`src/rtl/fifo_reader.sv`:
```
// fifo_reader: pops a burst of words from a synchronous FIFO and streams them out on valid/ready.
module fifo_reader #(
  parameter int DATA_W = 8,
  parameter int LEN_W  = 8
) (
  input  logic              clk,
  input  logic              rst,
  input  logic              start,
  input  logic [LEN_W-1:0]  burst_len,
  output logic              busy,
  output logic              done,
  output logic              fifo_rd_en,
  input  logic              fifo_empty,
  input  logic [DATA_W-1:0] fifo_out,
  output logic [DATA_W-1:0] m_data,
  output logic              m_valid,
  output logic              m_last,
  input  logic              m_ready
);
  typedef enum logic [1:0] {IDLE, READ, DRAIN, DONE} state_t;
  state_t state_q, state_d;
  logic [LEN_W-1:0] issue_cnt_q, issue_cnt_d, accept_cnt_q, accept_cnt_d;
  logic [1:0] count_q, count_d;
  logic inflight_q, inflight_d, wr_ptr_q, wr_ptr_d, rd_ptr_q, rd_ptr_d;
  logic [DATA_W-1:0] buf_q [2];
  logic [DATA_W-1:0] buf_d [2];
  logic accept, pop;
  always_comb begin
    accept = m_valid && m_ready;
    // a slot must be free once in-flight words land, counting the word leaving this cycle
    pop = (state_q == READ) && !fifo_empty && (issue_cnt_q != '0) &&
          ({1'b0, count_q} + {2'b0, inflight_q} < 3'd2 + {2'b0, accept});
    state_d      = state_q;
    issue_cnt_d  = issue_cnt_q - LEN_W'(pop);
    accept_cnt_d = accept_cnt_q - LEN_W'(accept);
    case (state_q)
      IDLE: if (start) begin
        issue_cnt_d  = burst_len;
        accept_cnt_d = burst_len;
        state_d      = (burst_len == '0) ? DONE : READ;
      end
      READ:    state_d = (pop && issue_cnt_q == LEN_W'(1)) ? DRAIN : READ;
      DRAIN:   state_d = (accept && accept_cnt_q == LEN_W'(1)) ? DONE : DRAIN;
      default: state_d = IDLE;
    endcase
    inflight_d = pop;
    count_d    = count_q + {1'b0, inflight_q} - {1'b0, accept};
    wr_ptr_d   = wr_ptr_q ^ inflight_q;
    rd_ptr_d   = rd_ptr_q ^ accept;
    buf_d      = buf_q;
    if (inflight_q) buf_d[wr_ptr_q] = fifo_out;
  end
  always_ff @(posedge clk or negedge rst) begin
    if (!rst) begin
      state_q      <= IDLE;
      issue_cnt_q  <= '0;
      accept_cnt_q <= '0;
      count_q      <= '0;
      inflight_q   <= 1'b0;
      wr_ptr_q     <= 1'b0;
      rd_ptr_q     <= 1'b0;
      buf_q        <= '{default: '0};
    end else begin
      state_q      <= state_d;
      issue_cnt_q  <= issue_cnt_d;
      accept_cnt_q <= accept_cnt_d;
      count_q      <= count_d;
      inflight_q   <= inflight_d;
      wr_ptr_q     <= wr_ptr_d;
      rd_ptr_q     <= rd_ptr_d;
      buf_q        <= buf_d;
    end
  end
  assign busy       = (state_q == READ) || (state_q == DRAIN);
  assign done       = (state_q == DONE);
  assign fifo_rd_en = pop;
  assign m_valid    = (count_q != '0);
  assign m_data     = buf_q[rd_ptr_q];
  assign m_last     = m_valid && (accept_cnt_q == LEN_W'(1));
endmodule

```
`config.mk`:
```
export PLATFORM = sky130hd
export DESIGN_NAME = fifo_reader
export DESIGN_NICKNAME = d
export VERILOG_FILES = /design/src/rtl/fifo_reader.sv
export SDC_FILE = /design/constraint.sdc
export NUM_CORES = 1
export LEC_CHECK = 0
export BUFFER_PORTS_ARGS = -buffer_cell sky130_fd_sc_hd__buf_4
export CAP_MARGIN = 20
export CORE_ASPECT_RATIO = 1.4
export CORE_MARGIN = 2
export CORE_UTILIZATION = 59
export DETAILED_ROUTE_END_ITERATION = 12
export PLACE_DENSITY_LB_ADDON = 0.15
export SLEW_MARGIN = 40
export SYNTH_ARGS = -nofsm -noshare
export SYNTH_HDL_FRONTEND = slang
export SYNTH_SLANG_ARGS = --single-unit
export TNS_END_PERCENT = 50
```
`constraint.sdc`:
```
create_clock -name clk -period 3.4 [get_ports clk]
set_input_delay 0.51 -clock clk [delete_from_list [all_inputs] [get_ports clk]]
set_output_delay 0.51 -clock clk [all_outputs]
set_load 0.02 [all_outputs]
```
==> results of run 1 <==
[state kept, by name, summed over array words and instances, names as in the netlist]
name / flops
count_q: 2
buf_q: 16
state_q: 2
accept_cnt_q: 8
wr_ptr_q: 1
inflight_q: 1
rd_ptr_q: 1
issue_cnt_q: 8
[power groups by stage]
stage                     combinational, mW  sequential [mW]  clock [mW]
after floorplan                       0.773            0.846           0
after detailed placement               1.04            0.915           0
after CTS                              1.04            0.909       0.411
final                                  1.03            0.907       0.402
after global routing                   1.13            0.940       0.429
after global placement                0.993            0.889           0
[worst reg2reg max path, cell delays in order (launching register included)]
cell and delay, ps:
sky130_fd_sc_hd__dfrtp_1 410, sky130_fd_sc_hd__ha_1 220, sky130_fd_sc_hd__ha_1 190, sky130_fd_sc_hd__nor3_1 240, sky130_fd_sc_hd__nand2_1 80, sky130_fd_sc_hd__a21oi_1 310
sky130_fd_sc_hd__ha_1 230, sky130_fd_sc_hd__nand2b_1 100, sky130_fd_sc_hd__nor4_1 260, sky130_fd_sc_hd__xnor2_1 170, sky130_fd_sc_hd__a21oi_1 90
[per-layer routing]
metal | global-route usage (%) | up-vias | share of wire (%)
met5 | 0 | - | 0
met4 | 12.0 | 0 | 4.2
met3 | 6.56 | 16 | 4.2
met2 | 39.4 | 37 | 53
met1 | 24.3 | 671 | 39
li1 | - | 672 | -
[metrics by stage]
stage / power, mW / instance area (um^2) / hold slack, ps / instances / util [%]
floorplan: 1.62 / 1990 / 214 / 174 / -
global placement: 1.88 / 2270 / 483 / 242 / 68.5
detailed placement: 1.95 / 2270 / 494 / 242 / 68.5
CTS: 2.36 / 2390 / 179 / 250 / 72.0
global route: 2.50 / 2390 / 201 / 250 / 72.0
finish: 2.33 / 2390 / 171 / 250 / 72.0
[synthesized netlist by cell type, drive strengths merged]
master,count,share of area (%)
dfrtp,39,49
o21ai,2,0.50
ha,15,9.4
a221oi,1,0.75
nor2b,2,0.63
and3,1,0.31
xnor2,10,4.4
xor2,4,1.8
a21o,1,0.38
a311oi,1,0.44
clkbuf,5,0.94
a21oi,17,4.3
nand2b,3,0.94
a41o,1,0.50
inv,12,2.3
nor3b,2,0.75
nor2,14,2.6
nor4,7,3.0
or4,1,0.57
or2,1,0.31
nor3,2,0.50
nand4,1,0.31
mux2,24,14
nand2,6,1.1
a31oi,1,0.31
a41oi,1,0.44
[layout by cell type (no fill, tap or decap)]
| master | count |
|---|---|
| sky130_fd_sc_hd__clkbuf_8 | 6 |
| sky130_fd_sc_hd__a311oi_1 | 1 |
| sky130_fd_sc_hd__ha_1 | 15 |
| sky130_fd_sc_hd__nor2_1 | 14 |
| sky130_fd_sc_hd__or2_2 | 1 |
| sky130_fd_sc_hd__nand2b_1 | 3 |
| sky130_fd_sc_hd__nor4_1 | 6 |
| sky130_fd_sc_hd__a21o_1 | 1 |
| sky130_fd_sc_hd__xor2_1 | 4 |
| sky130_fd_sc_hd__buf_4 | 33 |
| sky130_fd_sc_hd__nor3_1 | 2 |
| sky130_fd_sc_hd__dfrtp_1 | 39 |
| sky130_fd_sc_hd__mux2_2 | 24 |
| sky130_fd_sc_hd__inv_1 | 12 |
| sky130_fd_sc_hd__nand2_1 | 6 |
| sky130_fd_sc_hd__o21ai_0 | 2 |
| sky130_fd_sc_hd__a31oi_1 | 1 |
| sky130_fd_sc_hd__clkinv_2 | 1 |
| sky130_fd_sc_hd__a41oi_1 | 1 |
| sky130_fd_sc_hd__a221oi_2 | 1 |
| sky130_fd_sc_hd__nand4_1 | 1 |
| sky130_fd_sc_hd__a21oi_1 | 17 |
| sky130_fd_sc_hd__and3_1 | 1 |
| sky130_fd_sc_hd__xnor2_1 | 10 |
| sky130_fd_sc_hd__or4_4 | 1 |
| sky130_fd_sc_hd__bufinv_16 | 1 |
| sky130_fd_sc_hd__nor2b_1 | 2 |
| sky130_fd_sc_hd__nor4_4 | 1 |
| sky130_fd_sc_hd__nor3b_1 | 2 |
| sky130_fd_sc_hd__a41o_1 | 1 |
[path summary, 6_finish.rpt]
kind / start / end / slack, ps / depth (start not counted)
worst min-delay path: rst / buf_q[2] / 170 / 1
max in group asynchronous: rst / buf_q[0] / 2890 / 1
worst max-delay path: count_q[0] / fifo_rd_en / 930 / 6
worst max register to register: count_q[0] / issue_cnt_q[5] / 940 / 10
min in group clk: fifo_out[6] / buf_q[6] / 450 / 2
worst min register to register: buf_q[0] / buf_q[0] / 510 / 1
[logic make-up (layout without fill, tap and decap cells)]
logic type	count (synthesis)	count (layout)	synth area share, %
DFF	39	39	49.0
xor gates and xnor gates	14	14	6.16
adders and majority gates	15	15	9.42
AOI/OAI and AO/OA	25	25	7.60
muxes	24	24	13.6
and+or+nand+nor	40	40	11.1
buffers and inverters	17	53	3.20
[layout make-up]
type,count,area (um^2)
fillers,250,927
clock inverters,2,35.0
clock buffers,6,82.6
well taps,40,50.0
multi-input cells,118,952
flip-flops and latches,39,976
repair buffers,33,248
inverters,12,45.0
==> impl_summary.log, run 1 <==
[metrics] status: complete, no violations
[metrics] Detailed Routing Iterations Pass 1: 4
[metrics] maximum number of pins on one net before global-route repair: 40
[metrics] layout cells sized above 1: 32.9%
[metrics] number of diodes: 0
[metrics] Worst Hold Class: input pin to async pin
[metrics] Max Clock Freq: 0.405 GHz
[metrics] sw frac: 37.1%
[metrics] Die X-Extent: 53.1 um
[metrics] setup repair bufs after CTS: 0
[metrics] IO Count: 34
[metrics] unrepaired setup endpoints after global routing: no
[metrics] Mapped Avg Cell Area: 11.4 um^2
[metrics] relative contribution of sequential cells to total power: 38.9%
[metrics] launching element type of the critical path: flop
[metrics] final critical-path setup slack: 930 ps
[metrics] Detail Route Antenna Nets: 0
[metrics] number of antenna violations at the first check in global routing: 0
[metrics] synthesized netlist cell count: 174
[metrics] DIE HEIGHT: 72.8 um
[metrics] placeable core area: 3320 um^2
[metrics] Required @ worst endpoint: 2890 ps
[metrics] final period demand of the worst path: 2470 ps
[metrics] largest buffer count on any clock path: 2
[metrics] post-synthesis cell area: 1990 um^2
[metrics] power per cell area: 977 nW/um^2
[metrics] top cell family by delay on the critical path: adder cells
[metrics] worst slew slack as a fraction of its limit: 51.5%
[metrics] clock network power share: 17.2%
[metrics] detail-routed net length per standard cell: 15.4 um
[metrics] global-route congestion overflow total: 0
[metrics] clock sink count: 39
[metrics] GRT Resource Usage Total: 22.7%
[metrics] leak pwr: 1.10 nW
[metrics] port buffer count: 33
[metrics] Root Buffer: sky130_fd_sc_hd__clkbuf_8
[metrics] Slew Viols, Final: 0
[metrics] number of remaining DRC errors: 0
[metrics] Crit path arrival time: 1960 ps
[metrics] Critical Path Fanout Max: 4
[metrics] cell with the largest stage delay on the worst path: sky130_fd_sc_hd__dfrtp_1
[metrics] count of buffer and inverter cells on the critical path: 1
[metrics] share of the yosys chip area belonging to registers: 49.0%
[metrics] transition time at the pin with the least slew margin: 726 ps
[metrics] maximum level of the CTS H-tree: 2
[metrics] std cell rows: 25
[metrics] power share of the combinational group: 43.9%
[metrics] clock-pin transition on the worst setup and hold timing paths: 70 ps
[metrics] total of endpoints with negative setup slack in the final report: 0
[metrics] Synth Register Bits: 39
[metrics] count of routing violations after the opening detailed-route iteration: 21
[metrics] type of the worst setup path: flop to output pin
[metrics] worst slack after detailed placement: 952 ps
[metrics] number of buffers inserted during clock tree synthesis: 5
[metrics] final hold viol count: 0
[metrics] max-capacitance violation count: 0
[metrics] die area: 3860 um^2
[metrics] internal power of the cells: 1.47 mW
[metrics] post-layout net count: 245
[metrics] IR drop worst, VDD: 703 uV
[metrics] unique cell type count in the Yosys netlist: 27
[metrics] first-pass GRT wire length: 6300 um
[metrics] clock insertion delay at the later pin of the skew report: 300 ps
[metrics] placed wire-length estimate: 2930 um
[metrics] Post-Route WL: 3850 um
[metrics] total net switching power: 867 uW
[metrics] Avg Vias per Cell: 5.58
[metrics] critical path capture point type: output pin
[metrics] sum of negative setup slack: 0 ps
[metrics] effective utilization at floorplan: 60.1%
[metrics] worst clock skew: 8.12 ps
[metrics] cell mode on critical path: sky130_fd_sc_hd__ha_1
[metrics] number of global-route vias before repair: 1446
[metrics] Yosys warnings: 0
[metrics] crit-path cells: ha_1, ha_1, nor3_1, nand2_1, a21oi_1, buf_4
[metrics] count of instances resized after the clock tree is built: 0
[metrics] Area growth syn-to-layout: 19.9%
[metrics] CTS tree: done
[metrics] net count of the mapped netlist: 210
[metrics] routability congestion estimate: 0.776
[metrics] slowest cell delay on critical path: 410 ps
[metrics] vias after detailed routing: 1396
[metrics] number of buffers inserted for hold repair after clock tree synthesis: 0
[metrics] post-route fraction of the period consumed by the critical path: 72.6%
No activity file was read; power rests on OpenSTA's default activity.
==> inputs of run 2 (changes only) <==
--- a/config.mk
+++ b/config.mk
@@ -9,7 +9,7 @@
 export CAP_MARGIN = 20
 export CORE_ASPECT_RATIO = 1.4
 export CORE_MARGIN = 2
-export CORE_UTILIZATION = 59
+export CORE_UTILIZATION = 50
 export DETAILED_ROUTE_END_ITERATION = 12
 export PLACE_DENSITY_LB_ADDON = 0.15
 export SLEW_MARGIN = 40
==> constraint.sdc (replaced) <==
create_clock -name clk -period 2.05 [get_ports clk]
set_input_delay 0.3075 -clock clk [delete_from_list [all_inputs] [get_ports clk]]
set_output_delay 0.3075 -clock clk [all_outputs]
set_load 0.02 [all_outputs]
==> run 2 against run 1 <==
The flow now finishes with violations (negative setup slack). Register-to-register slack worse by 1000 ps. Power up 78%. Via count grew 4.5%. Clock power increased by 42%. Setup slack lost 1000 ps. Flip-flop and latch count is the same. Sequential share of layout area shrank 3.9 points. Critical path depth down 1. First-iteration DRC count increased by 9.5%. Design area increased by 11%. Hold slack better by 85 ps. Largest power group unchanged.
==> impl_summary.log, run 2 (same netlist as run 1, synthesis figures left out) <==
[metrics] status: finished with violations (was complete, no violations)
[metrics] violated checks: negative setup slack
[metrics] CTS tree: done (unchanged)
[metrics] Required @ worst endpoint: 1740 ps (was 2890 ps)
[metrics] number of buffers inserted during clock tree synthesis: 5 (unchanged)
[metrics] launching element type of the critical path: flop (unchanged)
[metrics] Area growth syn-to-layout: 32.6% (was 19.9%)
[metrics] GRT Resource Usage Total: 19.9% (was 22.7%)
[metrics] share of the core filled with cells: 68.0% (was 72.0%)
[metrics] total of endpoints with negative setup slack in the final report: 4 (was 0)
[metrics] most crowded layer after global routing: met2 (unchanged)
[metrics] sum of negative setup slack: -266 ps (was 0 ps)
[metrics] IR drop worst, VDD: 1070 uV (was 703 uV)
[metrics] overall power consumption: 4.14 mW (was 2.33 mW)
[metrics] Crit path depth: 5 (was 6)
[metrics] worst clock skew: 7.05 ps (was 8.12 ps)
[metrics] power share of the combinational group: 50.8% (was 43.9%)
[metrics] Fill cells: 303 (was 250)
[metrics] std cell rows: 27 (was 25)
[metrics] global-route congestion overflow total: 0 (unchanged)
[metrics] Avg Vias per Cell: 5.34 (was 5.58)
[metrics] worst hold-check slack: 256 ps (was 171 ps)
[metrics] R2R Path End: issue_cnt_q[4] (was issue_cnt_q[5])
[metrics] critical path capture point type: output pin (unchanged)
[metrics] Detailed Routing Iterations Pass 1: 3 (was 4)
[metrics] placeable core area: 3880 um^2 (was 3320 um^2)
[metrics] count of routing violations after the opening detailed-route iteration: 23 (was 21)
[metrics] number of diodes: 0 (unchanged)
[metrics] IO Count: 34 (unchanged)
[metrics] GR Util met2: 36.6% (was 39.4%)
[metrics] depth of the worst register-to-register path: 9 (was 10)
[metrics] Largest regs: buf_q (16), accept_cnt_q (8), issue_cnt_q (8) (unchanged)
[metrics] layout cells sized above 1: 44.3% (was 32.9%)
[metrics] placed wire-length estimate: 3100 um (was 2930 um)
[metrics] cell with the largest stage delay on the worst path: sky130_fd_sc_hd__or4_4 (was sky130_fd_sc_hd__dfrtp_1)
[metrics] maximum number of pins on one net before global-route repair: 40 (unchanged)
[metrics] port buffer count: 33 (unchanged)
[metrics] transition time at the pin with the least slew margin: 566 ps (was 726 ps)
[metrics] top library cells by usage in the layout, fill and taps aside: 49 x sky130_fd_sc_hd__buf_4, 39 x sky130_fd_sc_hd__dfrtp_1, 24 x sky130_fd_sc_hd__mux2_2 (was 39 x sky130_fd_sc_hd__dfrtp_1, 33 x sky130_fd_sc_hd__buf_4, 24 x sky130_fd_sc_hd__mux2_2)
[metrics] post-placement cell count: 259 (was 242)
[metrics] DIE HEIGHT: 78.7 um (was 72.8 um)
[metrics] Largest register FFs: 16 (unchanged)
[metrics] sw frac: 37.5% (was 37.1%)
[metrics] leak pwr: 1.20 nW (was 1.10 nW)
[metrics] Detail Route Antenna Nets: 0 (unchanged)
[metrics] final period demand of the worst path: 2140 ps
[metrics] internal power of the cells: 2.59 mW (was 1.47 mW)
[metrics] clock sink count: 39 (unchanged)
[metrics] Critical Path Fanout Max: 3 (was 4)
[metrics] met3 layer usage reported by global route: 4.28% (was 6.56%)
[metrics] clock-pin transition on the worst setup and hold timing paths: 80 ps (was 70 ps)
[metrics] slowest cell delay on critical path: 560 ps (was 410 ps)
[metrics] Die X-Extent: 57.3 um (was 53.1 um)
[metrics] worst slew slack as a fraction of its limit: 62.2% (was 51.5%)
[metrics] capture point of the critical path: fifo_rd_en (unchanged)
[metrics] largest buffer count on any clock path: 2 (unchanged)
[metrics] post-layout net count: 265 (was 245)
[metrics] Largest Register: buf_q (unchanged)
[metrics] vias after detailed routing: 1459 (was 1396)
[metrics] reg-to-reg startpoint: issue_cnt_q[3] (was count_q[0])
[metrics] Crit path arrival time: 1830 ps (was 1960 ps)
[metrics] crit-path cells: or4_4, nor4_4, a21oi_4, buf_6, buf_6 (was ha_1, ha_1, nor3_1, nand2_1, a21oi_1, buf_4)
[metrics] count of non-filler cells in the finished layout: 273 (was 250)
[metrics] Max Clock Freq: 0.468 GHz
[metrics] final critical-path setup slack: -85.5 ps (was 930 ps)
[metrics] max-capacitance violation count: 0 (unchanged)
[metrics] critical path launch point: issue_cnt_q[3] (was count_q[0])
[metrics] Post-Route WL: 4040 um (was 3850 um)
[metrics] number of global-route vias before repair: 1555 (was 1446)
[metrics] unrepaired setup endpoints after global routing: yes (was no)
[metrics] clock network power share: 13.8% (was 17.2%)
[metrics] power per cell area: 1570 nW/um^2 (was 977 nW/um^2)
[metrics] Root Buffer: sky130_fd_sc_hd__clkbuf_8 (unchanged)
[metrics] die area: 4510 um^2 (was 3860 um^2)
[metrics] total net switching power: 1.55 mW (was 867 uW)
[metrics] cell mode on critical path: sky130_fd_sc_hd__buf_6 (was sky130_fd_sc_hd__ha_1)
[metrics] post-route fraction of the period consumed by the critical path: 104%
[metrics] top cell family by delay on the critical path: simple AND/OR/NAND/NOR gates (was adder cells)
[metrics] number of antenna violations at the first check in global routing: 0 (unchanged)
[metrics] final hold viol count: 0 (unchanged)
[metrics] routability congestion estimate: 0.783 (was 0.776)
[metrics] count of buffer and inverter cells on the critical path: 2 (was 1)
[metrics] Slew Viols, Final: 0 (unchanged)
[metrics] most common cell after layout, fill and taps aside: sky130_fd_sc_hd__buf_4 (was sky130_fd_sc_hd__dfrtp_1)
[metrics] Worst Hold Class: input pin to flop (was input pin to async pin)
[metrics] clock insertion delay at the later pin of the skew report: 290 ps (was 300 ps)
[metrics] maximum level of the CTS H-tree: 2 (unchanged)
[metrics] type of the worst setup path: flop to output pin (unchanged)
[metrics] first-pass GRT wire length: 6980 um (was 6300 um)
[metrics] number of remaining DRC errors: 0 (unchanged)
[metrics] global-route track usage on met1: 22.4% (was 24.3%)
[metrics] relative contribution of sequential cells to total power: 35.4% (was 38.9%)
[metrics] reg2reg setup slack: -80 ps (was 940 ps)
[metrics] effective utilization at floorplan: 51.3% (was 60.1%)
[metrics] detail-routed net length per standard cell: 14.8 um (was 15.4 um)
run 2: per-stage QoR:
| step | cell area [um^2] | worst slack [ps] |
|---|---|---|
| after floorplan | 2040 | -92.6 |
| after global placement | 2430 | -72.0 |
| after detailed placement | 2430 | -163 |
| after CTS | 2630 | -104 |
| after global routing | 2640 | -203 |
| final | 2640 | -85.5 |
run 2: area by class of cell:
cell class              count  area (um^2)  share of cell area (%)
clock buffers               7         96.3                    3.65
flip-flops and latches     39          976                    36.9
inverters                  12         45.0                    1.71
well taps                  43         53.8                    2.04
repair buffers             53          412                    15.6
clock inverters             1         7.51                   0.284
multi-input cells         118         1050                    39.8
run 2: worst min path at each step:
stage           startpoint         endpoint  depth (start not counted)
2_1_floorplan          rst  accept_cnt_q[0]                          0
3_3_place_gp           rst         rd_ptr_q                          1
3_5_place_dp           rst         rd_ptr_q                          1
4_1_cts        fifo_out[5]        buf_q[13]                          2
5_1_grt        fifo_out[2]         buf_q[2]                          2
6_report       fifo_out[5]        buf_q[13]                          2
run 2: worst reg2reg max path: stages, from the launching register on:
cell                      delay, ps
sky130_fd_sc_hd__dfrtp_1        380
sky130_fd_sc_hd__or4_4          560
sky130_fd_sc_hd__nor4_4         240
sky130_fd_sc_hd__a21oi_4        120
sky130_fd_sc_hd__buf_6          130
sky130_fd_sc_hd__ha_4           150
sky130_fd_sc_hd__ha_4           170
sky130_fd_sc_hd__nand2_2         50
sky130_fd_sc_hd__xor2_1         140
sky130_fd_sc_hd__a21oi_1         80
run 2: repair_timing:
action	CTS	global route
pin swaps	12	3
gates resized for setup	16	0
setup endpoints to repair	7	8
hold endpoints to repair	16	0
setup buffers	4	1
hold buffers	1	0
run 2: per-layer routing:
layer | routed length [um] | up-vias
met5 | 0 | -
li1 | - | 712
met4 | 41 | 0
met2 | 2250 | 31
met1 | 1600 | 711
met3 | 142 | 5
run 2: power groups by stage:
| stage | clock network [mW] | logic (mW) | registers [mW] |
|---|---|---|---|
| CTS | 0.586 | 2.14 | 1.47 |
| finish | 0.572 | 2.11 | 1.47 |
| global placement | 0 | 1.91 | 1.44 |
| floorplan | 0 | 1.32 | 1.41 |
| detailed placement | 0 | 1.98 | 1.48 |
| global route | 0.616 | 2.32 | 1.52 |
==> inputs of run 3 (changes only) <==
--- a/config.mk
+++ b/config.mk
@@ -9,7 +9,7 @@
 export CAP_MARGIN = 20
 export CORE_ASPECT_RATIO = 1.4
 export CORE_MARGIN = 2
-export CORE_UTILIZATION = 50
+export CORE_UTILIZATION = 55
 export DETAILED_ROUTE_END_ITERATION = 12
 export PLACE_DENSITY_LB_ADDON = 0.15
 export SLEW_MARGIN = 40
==> constraint.sdc (replaced) <==
create_clock -name clk -period 2.07 [get_ports clk]
set_input_delay 0.3105 -clock clk [delete_from_list [all_inputs] [get_ports clk]]
set_output_delay 0.3105 -clock clk [all_outputs]
set_load 0.02 [all_outputs]
==> run 3 against run 2 <==
The run still ends with negative setup slack left. Combinational power about the same. Largest power group unchanged. Largest cell class unchanged. Register-to-register slack worse by 40 ps. Via count grew 2.1%. Sequential share of layout area is 0.088 points higher. Critical path type unchanged. Setup slack worse by 31 ps. Critical endpoint unchanged. Die area fell by 8.6%. Critical path depth unchanged. Design area fell by 0.24%. Core utilization grew 9.3 points. Final cell count is 1.1% lower.
==> impl_summary.log, run 3 (same netlist as run 1, synthesis figures left out) <==
[metrics] clock sink count: 39 (unchanged)
[metrics] number of remaining DRC errors: 0 (unchanged)
[metrics] Max Clock Freq: 0.457 GHz
[metrics] overall power consumption: 4.09 mW (was 4.14 mW)
[metrics] final period demand of the worst path: 2190 ps
[metrics] worst clock skew: 6.99 ps (was 7.05 ps)
[metrics] Min-Delay Path Depth: 2 (unchanged)
[metrics] top library cells by usage in the layout, fill and taps aside: 48 x sky130_fd_sc_hd__buf_4, 39 x sky130_fd_sc_hd__dfrtp_1, 24 x sky130_fd_sc_hd__mux2_2 (was 49 x sky130_fd_sc_hd__buf_4, 39 x sky130_fd_sc_hd__dfrtp_1, 24 x sky130_fd_sc_hd__mux2_2)
[metrics] placed wire-length estimate: 3200 um (was 3100 um)
[metrics] unrepaired setup endpoints after global routing: yes (unchanged)
[metrics] IO Count: 34 (unchanged)
[metrics] type of the worst setup path: flop to output pin (unchanged)
[metrics] Detailed Routing Iterations Pass 1: 4 (was 3)
[metrics] Root Buffer: sky130_fd_sc_hd__clkbuf_8 (unchanged)
[metrics] post-route fraction of the period consumed by the critical path: 106%
[metrics] status: finished with violations (unchanged)
[metrics] max-capacitance violation count: 0 (unchanged)
[metrics] Detail Route Antenna Nets: 0 (unchanged)
[metrics] Avg Vias per Cell: 5.51 (was 5.34)
[metrics] sw frac: 39.1% (was 37.5%)
[metrics] Worst Hold Class: input pin to flop (unchanged)
[metrics] effective utilization at floorplan: 58.4% (was 51.3%)
[metrics] worst hold-check slack: 253 ps (was 256 ps)
[metrics] internal power of the cells: 2.49 mW (was 2.59 mW)
[metrics] Min-Delay Endpoint: buf_q[0] (was buf_q[13])
[metrics] port buffer count: 33 (unchanged)
[metrics] number of antenna violations at the first check in global routing: 0 (unchanged)
[metrics] Area growth syn-to-layout: 32.3% (was 32.6%)
[metrics] std cell rows: 25 (was 27)
[metrics] violated checks: negative setup slack (unchanged)
[metrics] clock insertion delay at the later pin of the skew report: 290 ps (about the same)
[metrics] leak pwr: 1.20 nW (about the same)
[metrics] critical path capture point type: output pin (unchanged)
[metrics] Critical Path Fanout Max: 3 (unchanged)
[metrics] Largest Register: buf_q (unchanged)
[metrics] maximum level of the CTS H-tree: 2 (unchanged)
[metrics] origin of the worst min-delay path: fifo_out[0] (was fifo_out[5])
[metrics] power share of the combinational group: 51.7% (was 50.8%)
[metrics] first-pass GRT wire length: 7000 um (was 6980 um)
[metrics] worst slew slack as a fraction of its limit: 60.1% (was 62.2%)
[metrics] post-layout net count: 265 (unchanged)
[metrics] maximum number of pins on one net before global-route repair: 40 (unchanged)
[metrics] Crit path arrival time: 1880 ps (was 1830 ps)
[metrics] number of buffers inserted during clock tree synthesis: 5 (unchanged)
[metrics] final std cell area, no fill: 2640 um^2 (about the same)
[metrics] reg2reg setup slack: -120 ps (was -80 ps)
[metrics] clock network power share: 12.4% (was 13.8%)
[metrics] power per cell area: 1550 nW/um^2 (was 1570 nW/um^2)
[metrics] GRT Resource Usage Total: 24.5% (was 19.9%)
[metrics] count of routing violations after the opening detailed-route iteration: 31 (was 23)
[metrics] detail-routed net length per standard cell: 16.3 um (was 14.8 um)
[metrics] DIE HEIGHT: 75.2 um (was 78.7 um)
[metrics] die area: 4130 um^2 (was 4510 um^2)
[metrics] number of diodes: 0 (unchanged)
[metrics] launching element type of the critical path: flop (unchanged)
[metrics] IR drop worst, VDD: 1200 uV (was 1070 uV)
[metrics] Cell Area, Placed: 2410 um^2 (was 2430 um^2)
[metrics] global-route congestion overflow total: 0 (unchanged)
[metrics] clock-pin transition on the worst setup and hold timing paths: 80 ps (about the same)
[metrics] CTS tree: done (unchanged)
[metrics] most common cell after layout, fill and taps aside: sky130_fd_sc_hd__buf_4 (unchanged)
[metrics] post-placement cell count: 254 (was 259)
[metrics] routability congestion estimate: 0.813 (was 0.783)
[metrics] reg-to-reg startpoint: issue_cnt_q[3] (unchanged)
[metrics] final hold viol count: 0 (unchanged)
[metrics] largest buffer count on any clock path: 2 (unchanged)
[metrics] sum of negative setup slack: -485 ps (was -266 ps)
[metrics] Largest regs: buf_q (16), accept_cnt_q (8), issue_cnt_q (8) (unchanged)
[metrics] total net switching power: 1.60 mW (was 1.55 mW)
[metrics] Required @ worst endpoint: 1760 ps (was 1740 ps)
[metrics] Slew Viols, Final: 0 (unchanged)
[metrics] relative contribution of sequential cells to total power: 35.9% (was 35.4%)
[metrics] Die X-Extent: 54.9 um (was 57.3 um)
[metrics] final critical-path setup slack: -117 ps (was -85.5 ps)
[metrics] number of global-route vias before repair: 1572 (was 1555)
[metrics] total of endpoints with negative setup slack in the final report: 6 (was 4)
[metrics] Largest register FFs: 16 (unchanged)
[metrics] placeable core area: 3410 um^2 (was 3880 um^2)
[metrics] transition time at the pin with the least slew margin: 596 ps (was 566 ps)
[metrics] depth of the worst register-to-register path: 9 (unchanged)
[metrics] vias after detailed routing: 1489 (was 1459)
[metrics] layout cells sized above 1: 44.8% (was 44.3%)
[metrics] Post-Route WL: 4400 um (was 4040 um)
[metrics] count of non-filler cells in the finished layout: 270 (was 273)
[metrics] R2R Path End: issue_cnt_q[6] (was issue_cnt_q[4])
## run 3: cell count changes in the layout (fill, tap and decap cells not counted)
cell and delta:
sky130_fd_sc_hd__clkbuf_8 -2, sky130_fd_sc_hd__buf_4 -1, sky130_fd_sc_hd__buf_6 +1, sky130_fd_sc_hd__clkbuf_1 +1
sky130_fd_sc_hd__clkinv_2 +1, sky130_fd_sc_hd__ha_2 +1, sky130_fd_sc_hd__ha_4 -1, sky130_fd_sc_hd__nor3_1 -1
sky130_fd_sc_hd__nor3_4 +1, sky130_fd_sc_hd__o21ai_1 -1, sky130_fd_sc_hd__o21ai_4 +1
## run 3: worst max-delay path: stages (launching register included)
cell and delay, ps:
sky130_fd_sc_hd__dfrtp_1 390, sky130_fd_sc_hd__or4_4 570, sky130_fd_sc_hd__nor4_4 250, sky130_fd_sc_hd__a21oi_4 120
sky130_fd_sc_hd__buf_6 130, sky130_fd_sc_hd__buf_6 120
## run 3: layout make-up
cell class / instances / area [um^2]
clock inverter: 2 / 12.5
sequential: 39 / 976
fill: 226 / 774
multi-input combinational: 118 / 1060
clock buffer: 6 / 72.6
tap: 40 / 50.0
inverter: 12 / 45.0
timing repair buffer: 53 / 415
## run 3: metal layers
layer,GRT usage [%],share of wire [%]
met5,0,0
met4,9.17,0.91
met1,25.3,37
met3,4.76,4.1
met2,46.3,58
## run 3: through the flow
stage | utilization [%] | setup WS (ps)
after global placement | 70.6 | -50.8
after CTS | 74.9 | -99.0
final | 77.3 | -117
after floorplan | - | -72.6
after detailed placement | 70.6 | -143
after global routing | 77.3 | -211
## run 3: worst max path at each step
stage               slack (ps)            from        endpoint
floorplan                  -70  issue_cnt_q[4]  issue_cnt_q[6]
global placement           -50      count_q[0]  issue_cnt_q[5]
detailed placement        -140      count_q[0]  issue_cnt_q[7]
CTS                       -100  issue_cnt_q[3]      fifo_rd_en
global route              -210  issue_cnt_q[3]  issue_cnt_q[6]
finish                    -120  issue_cnt_q[3]      fifo_rd_en
## run 3: power groups by stage
stage / logic, mW / clock network (mW) / registers, mW
finish: 2.11 / 0.508 / 1.47
global route: 2.32 / 0.557 / 1.52
CTS: 2.00 / 0.521 / 1.46
detailed placement: 1.95 / 0 / 1.47
global placement: 1.86 / 0 / 1.43
floorplan: 1.31 / 0 / 1.39
## run 3: timing repair
action,in CTS,in global routing
gates resized for setup,5,15
endpoints found under the setup margin,7,14
pin swaps,6,9
buffers inserted,4,3
hold buffers,1,0
hold endpoints to repair,39,0
